`config.mk`:
```
export PLATFORM = sky130hd
export DESIGN_NAME = serial_subtractor
export DESIGN_NICKNAME = d
export VERILOG_FILES = /design/src/rtl/adder_pkg.sv /design/src/rtl/ripple_borrow_slice.sv /design/src/rtl/serial_subtractor.sv
export SDC_FILE = /design/constraint.sdc
export NUM_CORES = 1
export LEC_CHECK = 0
export ABC_CLOCK_PERIOD_IN_PS = 2200
export BUFFER_PORTS_ARGS = -buffer_cell sky130_fd_sc_hd__buf_2
export CAP_MARGIN = 20
export CORE_ASPECT_RATIO = 0.7
export CORE_UTILIZATION = 49
export CTS_BUF_LIST = sky130_fd_sc_hd__clkbuf_8
export DETAILED_ROUTE_END_ITERATION = 7
export GPL_ROUTABILITY_DRIVEN = 0
export PLACE_DENSITY = 0.81
export RECOVER_POWER = 100
export SYNTH_ARGS = -nofsm -noshare
export SYNTH_HDL_FRONTEND = slang
export SYNTH_SLANG_ARGS = --single-unit
export TNS_END_PERCENT = 20
```
`constraint.sdc`:
```
create_clock -name clk -period 2.2 [get_ports clk]
set_input_delay 0.66 -clock clk [delete_from_list [all_inputs] [get_ports clk]]
set_output_delay 0.66 -clock clk [all_outputs]
set_load 0.005 [all_outputs]
```
`src/rtl/adder_pkg.sv`:
```
// Shared definitions for the adder/subtractor family: FSM state encoding
// and the digit-counter width helper.
package adder_pkg;

  // Three-state handshake FSM used by the serial datapaths.
  typedef enum logic [1:0] {
    ST_IDLE = 2'd0,
    ST_RUN  = 2'd1,
    ST_DONE = 2'd2
  } state_t;

  // Counter width for n/d digits; never narrower than one bit so that
  // the single-digit configuration still has a legal counter.
  function automatic int cnt_width(input int n, input int d);
    int w;
    w = $clog2(n / d);
    if (w < 1) begin
      w = 1;
    end else begin
      w = w;
    end
    return w;
  endfunction

endpackage

```
`src/rtl/ripple_borrow_slice.sv`:
```
// D-bit ripple-borrow subtract slice: d = x - y - bi, bo = borrow out.
module ripple_borrow_slice #(
  parameter int D = 4
) (
  input  logic [D-1:0] x,
  input  logic [D-1:0] y,
  input  logic         bi,
  output logic [D-1:0] d,
  output logic         bo
);

  logic [D:0] br_s;

  assign br_s[0] = bi;

  for (genvar i = 0; i < D; i++) begin : g_bit
    assign d[i]      = x[i] ^ y[i] ^ br_s[i];
    assign br_s[i+1] = (~x[i] & y[i]) | (~(x[i] ^ y[i]) & br_s[i]);
  end

  assign bo = br_s[D];

endmodule

```
`src/rtl/serial_subtractor.sv`:
```
// Digit-serial subtractor: computes a - b - bin over N/D cycles, one
// D-bit digit per cycle, with the borrow carried between digits in a
// register. Valid/ready handshakes on both operand and result sides.
module serial_subtractor
  import adder_pkg::*;
#(
  parameter int N = 32,
  parameter int D = 4
) (
  input  logic         clk,
  input  logic         rst_n,
  input  logic         in_valid,
  output logic         in_ready,
  input  logic [N-1:0] a,
  input  logic [N-1:0] b,
  input  logic         bin,
  output logic         out_valid,
  input  logic         out_ready,
  output logic [N-1:0] diff,
  output logic         bout,
  output logic [N:0]   final_diff,
  output logic         ovf
);

  localparam int NDIG = N / D;
  localparam int CW   = cnt_width(N, D);
  localparam logic [CW-1:0] LAST_DIGIT = CW'(NDIG - 1);

  state_t        state_r;
  state_t        state_next_s;
  logic          accept_s;
  logic          last_s;
  logic          in_ready_r;
  logic          out_valid_r;
  logic [CW-1:0] cnt_r;
  logic [N-1:0]  a_sh_r;
  logic [N-1:0]  b_sh_r;
  logic          borrow_r;
  logic          a_msb_r;
  logic          b_msb_r;
  logic [N-1:0]  diff_r;
  logic          bout_r;
  logic          ovf_r;
  logic [D-1:0]  d_s;
  logic          bo_s;

  // Low digit of the shifted operands goes through the single slice.
  ripple_borrow_slice #(.D(D)) u_slice (
    .x  (a_sh_r[D-1:0]),
    .y  (b_sh_r[D-1:0]),
    .bi (borrow_r),
    .d  (d_s),
    .bo (bo_s)
  );

  // Next-state logic plus accept / last-digit strobes.
  always_comb begin
    state_next_s = state_r;
    accept_s     = 1'b0;
    last_s       = 1'b0;
    case (state_r)
      ST_IDLE: begin
        if (in_valid) begin
          accept_s     = 1'b1;
          state_next_s = ST_RUN;
        end else begin
          state_next_s = ST_IDLE;
        end
      end
      ST_RUN: begin
        if (cnt_r == LAST_DIGIT) begin
          last_s       = 1'b1;
          state_next_s = ST_DONE;
        end else begin
          state_next_s = ST_RUN;
        end
      end
      ST_DONE: begin
        if (out_ready) begin
          state_next_s = ST_IDLE;
        end else begin
          state_next_s = ST_DONE;
        end
      end
      default: begin
        state_next_s = ST_IDLE;
      end
    endcase
  end

  // State register and registered handshake flags derived from next state.
  always_ff @(posedge clk) begin
    if (!rst_n) begin
      state_r     <= ST_IDLE;
      in_ready_r  <= 1'b1;
      out_valid_r <= 1'b0;
    end else begin
      state_r     <= state_next_s;
      in_ready_r  <= (state_next_s == ST_IDLE);
      out_valid_r <= (state_next_s == ST_DONE);
    end
  end

  // Operand capture, digit-serial shift/borrow update and result registers.
  always_ff @(posedge clk) begin
    if (!rst_n) begin
      cnt_r    <= {CW{1'b0}};
      a_sh_r   <= {N{1'b0}};
      b_sh_r   <= {N{1'b0}};
      borrow_r <= 1'b0;
      a_msb_r  <= 1'b0;
      b_msb_r  <= 1'b0;
      diff_r   <= {N{1'b0}};
      bout_r   <= 1'b0;
      ovf_r    <= 1'b0;
    end else if (accept_s) begin
      cnt_r    <= {CW{1'b0}};
      a_sh_r   <= a;
      b_sh_r   <= b;
      borrow_r <= bin;
      a_msb_r  <= a[N-1];
      b_msb_r  <= b[N-1];
    end else if (state_r == ST_RUN) begin
      cnt_r                      <= cnt_r + CW'(1);
      a_sh_r                     <= a_sh_r >> D;
      b_sh_r                     <= b_sh_r >> D;
      borrow_r                   <= bo_s;
      diff_r[int'(cnt_r) * D +: D] <= d_s;
      if (last_s) begin
        // Top digit's MSB is the result sign used for overflow.
        bout_r <= bo_s;
        ovf_r  <= (a_msb_r ^ b_msb_r) & (a_msb_r ^ d_s[D-1]);
      end
    end
  end

  assign in_ready   = in_ready_r;
  assign out_valid  = out_valid_r;
  assign diff       = diff_r;
  assign bout       = bout_r;
  assign ovf        = ovf_r;
  assign final_diff = {bout_r, diff_r};

endmodule
```
* Word-level counts from Yosys, hierarchy flattened
Cells that the tools add are included.
** Storage, ports and cells
- Bits in registers :: 108
- Input port bits :: 69
- Output and inout port bits :: 69
- Word-level logic and storage cells :: 74
** Operators by class
- Add/subtract/negate cells :: 2
- Equality and inequality tests :: 4
- Shift-type cells :: 2
- Mux-type cells :: 15
- Bitwise gates (word level) :: 33
- Reduce and logical (&&, ||, !) cells :: 6
** Operator list (number)
- $mux W32 :: 4
- $neg A5 Y33 :: 1
- $shift A4 B33 Y32 const A :: 1
- $shiftx A4 B33 Y32 :: 1
- $bwmux W32 :: 1
- $not A1 Y1 :: 10
- $xor A1 B1 Y1 :: 10
- $and A1 B1 Y1 :: 9
- $mux W1 :: 7
- $pmux W2 S3 :: 1
- $eq A2 B2 Y1 const B :: 2
- $logic_not A2 Y1 :: 2
- $mux W2 :: 2
- $or A1 B1 Y1 :: 4
- $add A3 B1 Y3 const B :: 1
- $eq A3 B3 Y1 const B :: 1
- $reduce_and A3 Y1 :: 1
- $eq A2 B1 Y1 const B :: 1
- $reduce_and A2 Y1 :: 1
- $reduce_bool A2 Y1 :: 1
- $reduce_or A2 Y1 :: 1

* Logic depth before layout (Yosys ltp)
- Depth after elaboration :: 12
- Gate-level depth with buffers :: 10
- Depth with buffers taken out :: 10

* Modules after synthesis
A second synthesis with hierarchy kept.
** Second synthesis, totals
- Cells, all modules :: 591
- Area, all modules :: 4898.4 um^2
** Modules (own cells, without submodules)
- serial_subtractor :: times used 1, cells each 577, area an instance 4780.8 um^2, seq. area each 2162.1 um^2
- ripple_borrow_slice :: times used 1, cells each 14, area an instance 117.6 um^2, seq. area each 0.0 um^2

* Least setup slack after synthesis
No wires, ideal clock.
- Path kind :: register to register
- Start point :: reg a_sh_r[0]
- End point :: reg ovf_r (netlist: ovf)
- Library setup time :: 0.122 ns
- Data arrival time :: 2.270 ns
- Data required time :: 2.078 ns
- Slack :: -0.192 ns
- Stages on the path, launching flop included :: 10
- Path buffers :: 0
- Clock period less this slack :: 2.392 ns
- Cell sequence :: dfxtp_1 inv_1 fa_1 inv_1 fa_1 fa_1 inv_1 fa_1 and3b_1 o311a_1
** Between the ends
- Word-level cells in the longest chain between the ends :: 11
- Elaborated cells on any way between the ends :: 13
- Those cells by class :: 13 x bitwise
** Ends and longest elaborated chain
- from (decl) :: line serial_subtractor.sv:36 : logic [N-1:0] a_sh_r;
- from (signal assigned) :: line serial_subtractor.sv:108 : a_sh_r <= {N{1'b0}};
- from (signal assigned) :: line serial_subtractor.sv:125 : a_sh_r <= a_sh_r >> D;
- $xor A1 B1 Y1 :: line ripple_borrow_slice.sv:18 : assign br_s[i+1] = (~x[i] & y[i]) | (~(x[i] ^ y[i]) & br_s[i]);
- $not A1 Y1 :: line ripple_borrow_slice.sv:18
- $and A1 B1 Y1 :: line ripple_borrow_slice.sv:18
- $or A1 B1 Y1 * :: line ripple_borrow_slice.sv:18
- $and A1 B1 Y1 * :: line ripple_borrow_slice.sv:18
- $or A1 B1 Y1 * :: line ripple_borrow_slice.sv:18
- $and A1 B1 Y1 * :: line ripple_borrow_slice.sv:18
- $or A1 B1 Y1 * :: line ripple_borrow_slice.sv:18
- $xor A1 B1 Y1 * :: line ripple_borrow_slice.sv:17 : assign d[i] = x[i] ^ y[i] ^ br_s[i];
- $xor A1 B1 Y1 * :: line serial_subtractor.sv:132 : ovf_r <= (a_msb_r ^ b_msb_r) & (a_msb_r ^ d_s[D-1]);
- $and A1 B1 Y1 * :: line serial_subtractor.sv:132
- to (signal assigned) :: line serial_subtractor.sv:132
- to (decl) :: line serial_subtractor.sv:43 : logic ovf_r;
Every way passes the cells marked *; elsewhere a longest branch is shown, timed or not.
A chain may end at the register's enable or synchronous reset.

* Worst setup path in the final report
- Start point :: reg a_sh_r[0]
- End point :: reg diff_r[23] (netlist: diff[23])
** Between the ends
- Word-level cells in the longest chain between the ends :: 11
- Elaborated cells on any way between the ends :: 16
- Those cells by class :: 1 x shift; 1 x mux; 14 x bitwise
** Ends and longest elaborated chain
- $xor A1 B1 Y1 :: line ripple_borrow_slice.sv:17, ripple_borrow_slice.sv:18
- $not A1 Y1 :: line ripple_borrow_slice.sv:18
- $and A1 B1 Y1 :: line ripple_borrow_slice.sv:18
- $or A1 B1 Y1 :: line ripple_borrow_slice.sv:18
- $and A1 B1 Y1 :: line ripple_borrow_slice.sv:18
- $or A1 B1 Y1 :: line ripple_borrow_slice.sv:18
- $and A1 B1 Y1 :: line ripple_borrow_slice.sv:18
- $or A1 B1 Y1 :: line ripple_borrow_slice.sv:18
- $xor A1 B1 Y1 :: line ripple_borrow_slice.sv:17
- $shiftx A4 B33 Y32 * :: line serial_subtractor.sv:128 : diff_r[int'(cnt_r) * D +: D] <= d_s;
- $bwmux W32 * :: line serial_subtractor.sv:128
- to (signal assigned) :: line serial_subtractor.sv:113 : diff_r <= {N{1'b0}};
- to (signal, indexed assignment) :: line serial_subtractor.sv:128
- to (decl) :: line serial_subtractor.sv:41 : logic [N-1:0] diff_r;
Marks and branches as above.

==> summary.md <==
| Metric | Value |
|---|---|
| Outcome | finished with violations |
| Failing checks | negative setup slack |
| Hold path depth | 2 |
| Startpoint types | flop |
| Worst R2R Path Depth | 10 |
| Die Span Y | 85.23 µm |
| Worst hold path class | flop to flop |
| Critical Path RT | 2.50 ns |
| Unrepaired setup endpoints after global routing | true |
| Core box area | 0.009325 mm² |
| Synthesized area per cell | roughly 8.3 µm² |
| Syn_nets | 661 |
| Slowest CP cell | fa_2 |
| Post-DP HPWL | 8375 µm |
| Main synth FF type | dfxtp_1 |
| Antenna cells | 0 |
| Worst slack at placement | -0.2819 ns |
| Largest net degree at the start of global routing | 56 |
| Clock power share | 0.339 |
| Relative slew slack | 0.4814 |
| Crit share post-route | 1.101 |
| Endpoints failing setup | 7 |
| Vias | 4288 |
| Maxcap violations | 0 |
| Sw Share | 0.2593 |
| CP max FO | 4 |
| CTS Hold Bufs | 0 |
| Pleak | about 2.4 nW |
| Skew-Pair Late Insertion Delay | 0.37 ns |
| P per Cell Area | 735.7 mW/mm² |
| Maximum resistive drop on vdd | roughly 0.00035 V |
| # fillers | 841 |
| Count of port buffers added during placement | 137 |
| Period minus WS final | 2.423 ns |
| Antenna Nets Post-Route | 0 |
| Clock Path Buffers | 2 |
| CP peak stage delay | between 0.4 and 0.5 ns |
| Area contributors post-synth | dfxtp_1, a21oi_1, nand2_1 |
| DR WL/cell | roughly 15 µm |
| IO Pins | 138 |
| CTS root buffer | clkbuf_8 |
| Routed wire length | 11980 µm |
| Sum of negative setup slack | -1.362 ns |
| Register area | 0.002166 mm² |
| Worst-Margin Slew | 0.7764 ns |
| Most frequent cell after synthesis | a21oi_1 |
| Hold Path Sink | b_sh_r[5]$_SDFFE_PN0P_ |
| Largest delay share family, worst path | adder cells |
| HP Start | b_sh_r[9]$_SDFFE_PN0P_ |
| Netlist cell types | 35 |
| First DRT Iteration DRCs | roughly 300 |
| Buf/Inv on CP | 3 |
| Cell Area, Synth | 0.004848 mm² |
| Fmax | 412.7 MHz |
| GRT Util Overall | 0.2366 |
| P_sw | 1.069 mW |
| CTS tree | done |
| Chip width | around 120 µm |
| Critical path type | flop to flop |
| RR Startpoint | a_sh_r[0]$_SDFFE_PN0P_ |
| Postcts setup bufs | 0 |
| Tot Pwr | 4.123 mW |
| P&R area growth vs syn | 15.59% |
| Share of layout cells above drive strength 1 | 0.2335 |
| Vias per cell | 5.414 |
| CTS sink cnt | 108 |
| Multi-input logic area | 0.002255 mm² |
| Starting Density | 0.5199 |
| Reg clk slew, reported paths | about 0.1 ns |
| CTS buffer count | 9 |
| First-pass GRT wire length | 19230 µm |
| RR Endpoint | diff[23]$_SDFFE_PN0P_ |
| Die Area | 0.01030 mm² |
| Slew Viols, Final | 0 |
| Cell mode on critical path | fa_2 |
| Yosys reg bits | 108 |
| Seq pwr share | 0.515 |
| Max Clock Skew | between 0.01 and 0.015 ns |
| H-tree depth | 3 |
| Crit path DAT | 2.72 ns |
| Cell Int Power | 3.054 mW |
| Power share of the combinational group | 0.145 |
| R2r setup slk | -0.22 ns |
| YS warnings | 0 |
| Std-Cell Rows | 29 |
| Vias in the first global route | 4023 |
| Post-route setup slack | -0.2231 ns |
| DRC | 0 |
| CP Cell Sequence | inv_2, fa_2, inv_2, fa_2, fa_2, inv_2, fa_2, nor3b_4, nand3_2, mux2i_1 |
| Hold slack | ~0.45 ns |
| Net count reported at finish | 743 |
| Initial antenna violation count | 0 |
| Crit. End Element | flop |
| Final Hold Fails | 0 |
| Pre-Repair DR Iteration Count | 5 |
| Seq/Total Area, Yosys | 0.4459 |
| Cell taking the most area after synthesis | dfxtp_1 |
| Gr ovfl total | 0 |
| Fraction of registers with async set/reset | 0 |
| Area share of the largest cell type after synthesis | 0.4459 |
| Post-synth top cells | a21oi_1, dfxtp_1, nand2_1, o21ai_0, clkbuf_1 |
| EDFF count, synth | 0 |
| Synth Instances | 581 |
## layout by cell type, fill, tap and decap left out, types with 2 or more instances in the layout
cell type    n
clkbuf_8     9
nor3b_1      4
buf_2      114
o21ai_0     58
nor2b_1     13
mux2i_1     32
inv_1        9
nand4_1      2
ha_1         6
bufinv_16    3
inv_2        3
a22oi_1      8
nand3_1      6
clkinv_2     2
fa_2         4
nand4b_1     3
buf_4        8
clkbuf_1    26
and4_1       3
dfxtp_2      3
nand2b_1     3
a21oi_1    115
nand2_1    104
a21boi_0     5
dfxtp_1    105
## power by group through the flow
stage / Clock, mW / Combinational (mW) / Sequential [mW]
2_1_floorplan: 0 / 0.408 / 2.15
3_3_place_gp: 0 / 0.573 / 2.16
3_5_place_dp: 0 / 0.593 / 2.17
4_1_cts: 1.43 / 0.605 / 2.12
5_1_grt: 1.51 / 0.668 / 2.14
6_report: 1.40 / 0.599 / 2.12
## sequential cells by signal, indices dropped and copies added (netlist names), 2 cells and up
name,cells
diff,32
a_sh_r,32
state_r,2
b_sh_r,32
cnt_r,3
## cell families (layout without fill, tap and decap cells)
group           Yosys count  after routing  synth area share
compound gates          190            190            0.2065
simple gates            150            150            0.1484
flops                   108            108            0.4459
buf+inv                  90            177           0.09858
mux                      32             32           0.06607
fa+ha+maj                11             11           0.03458
## metrics by stage
step / instances / utilization / area (µm²)
3_3_place_gp: 776 / 0.5816 / 5424
6_report: 792 / 0.6010 / 5604
5_1_grt: 792 / 0.6010 / 5604
2_1_floorplan: 581 / - / 4877
3_5_place_dp: 776 / 0.5816 / 5424
4_1_cts: 792 / 0.6079 / 5669
## per-layer routing
layer	vias to the layer above	global-route usage	share of wire
met5	-	0	0
met4	0	0.08979	0.018
met3	18	0.05712	0.066
met2	181	0.3688	0.46
met1	1982	0.3178	0.46
li1	2107	-	-
## final cells by class
class,instances,share of cell area
timing repair buffer,151,0.1355
tap,124,0.02768
inverter,10,0.006698
clock buffer,9,0.02210
sequential,108,0.3865
multi-input combinational,383,0.4023
clock inverter,7,0.01920
## how the worst max path moves through the flow
stage                                 from               endpoint  slack, ns  cells past startpoint
CTS                 a_sh_r[0]$_SDFFE_PN0P_  diff[23]$_SDFFE_PN0P_      -0.25                     10
finish              a_sh_r[0]$_SDFFE_PN0P_  diff[23]$_SDFFE_PN0P_      -0.22                     10
global placement    a_sh_r[0]$_SDFFE_PN0P_   diff[7]$_SDFFE_PN0P_      -0.20                     10
detailed placement  a_sh_r[0]$_SDFFE_PN0P_  diff[23]$_SDFFE_PN0P_      -0.28                     10
floorplan           a_sh_r[0]$_SDFFE_PN0P_       ovf$_SDFFE_PN0P_      -0.11                      9
global route        a_sh_r[0]$_SDFFE_PN0P_  diff[23]$_SDFFE_PN0P_      -0.33                     10
## worst register-to-register path, cell delays in order (launching register included)
cell and delay (ns):
dfxtp_2 0.33, inv_2 0.05, fa_2 0.18, inv_2 0.04, fa_2 0.34, fa_2 0.35
inv_2 0.06, fa_2 0.47, nor3b_4 0.26, nand3_2 0.12, mux2i_1 0.15
## timing repair
action | 4_1_cts | 5_1_grt
gates resized for setup | 3 | 0
pin swaps | 6 | 3
endpoints found under the setup margin | 9 | 9
hold endpoints to repair | 0 | 0
No activity file was read; power rests on OpenSTA's default activity.
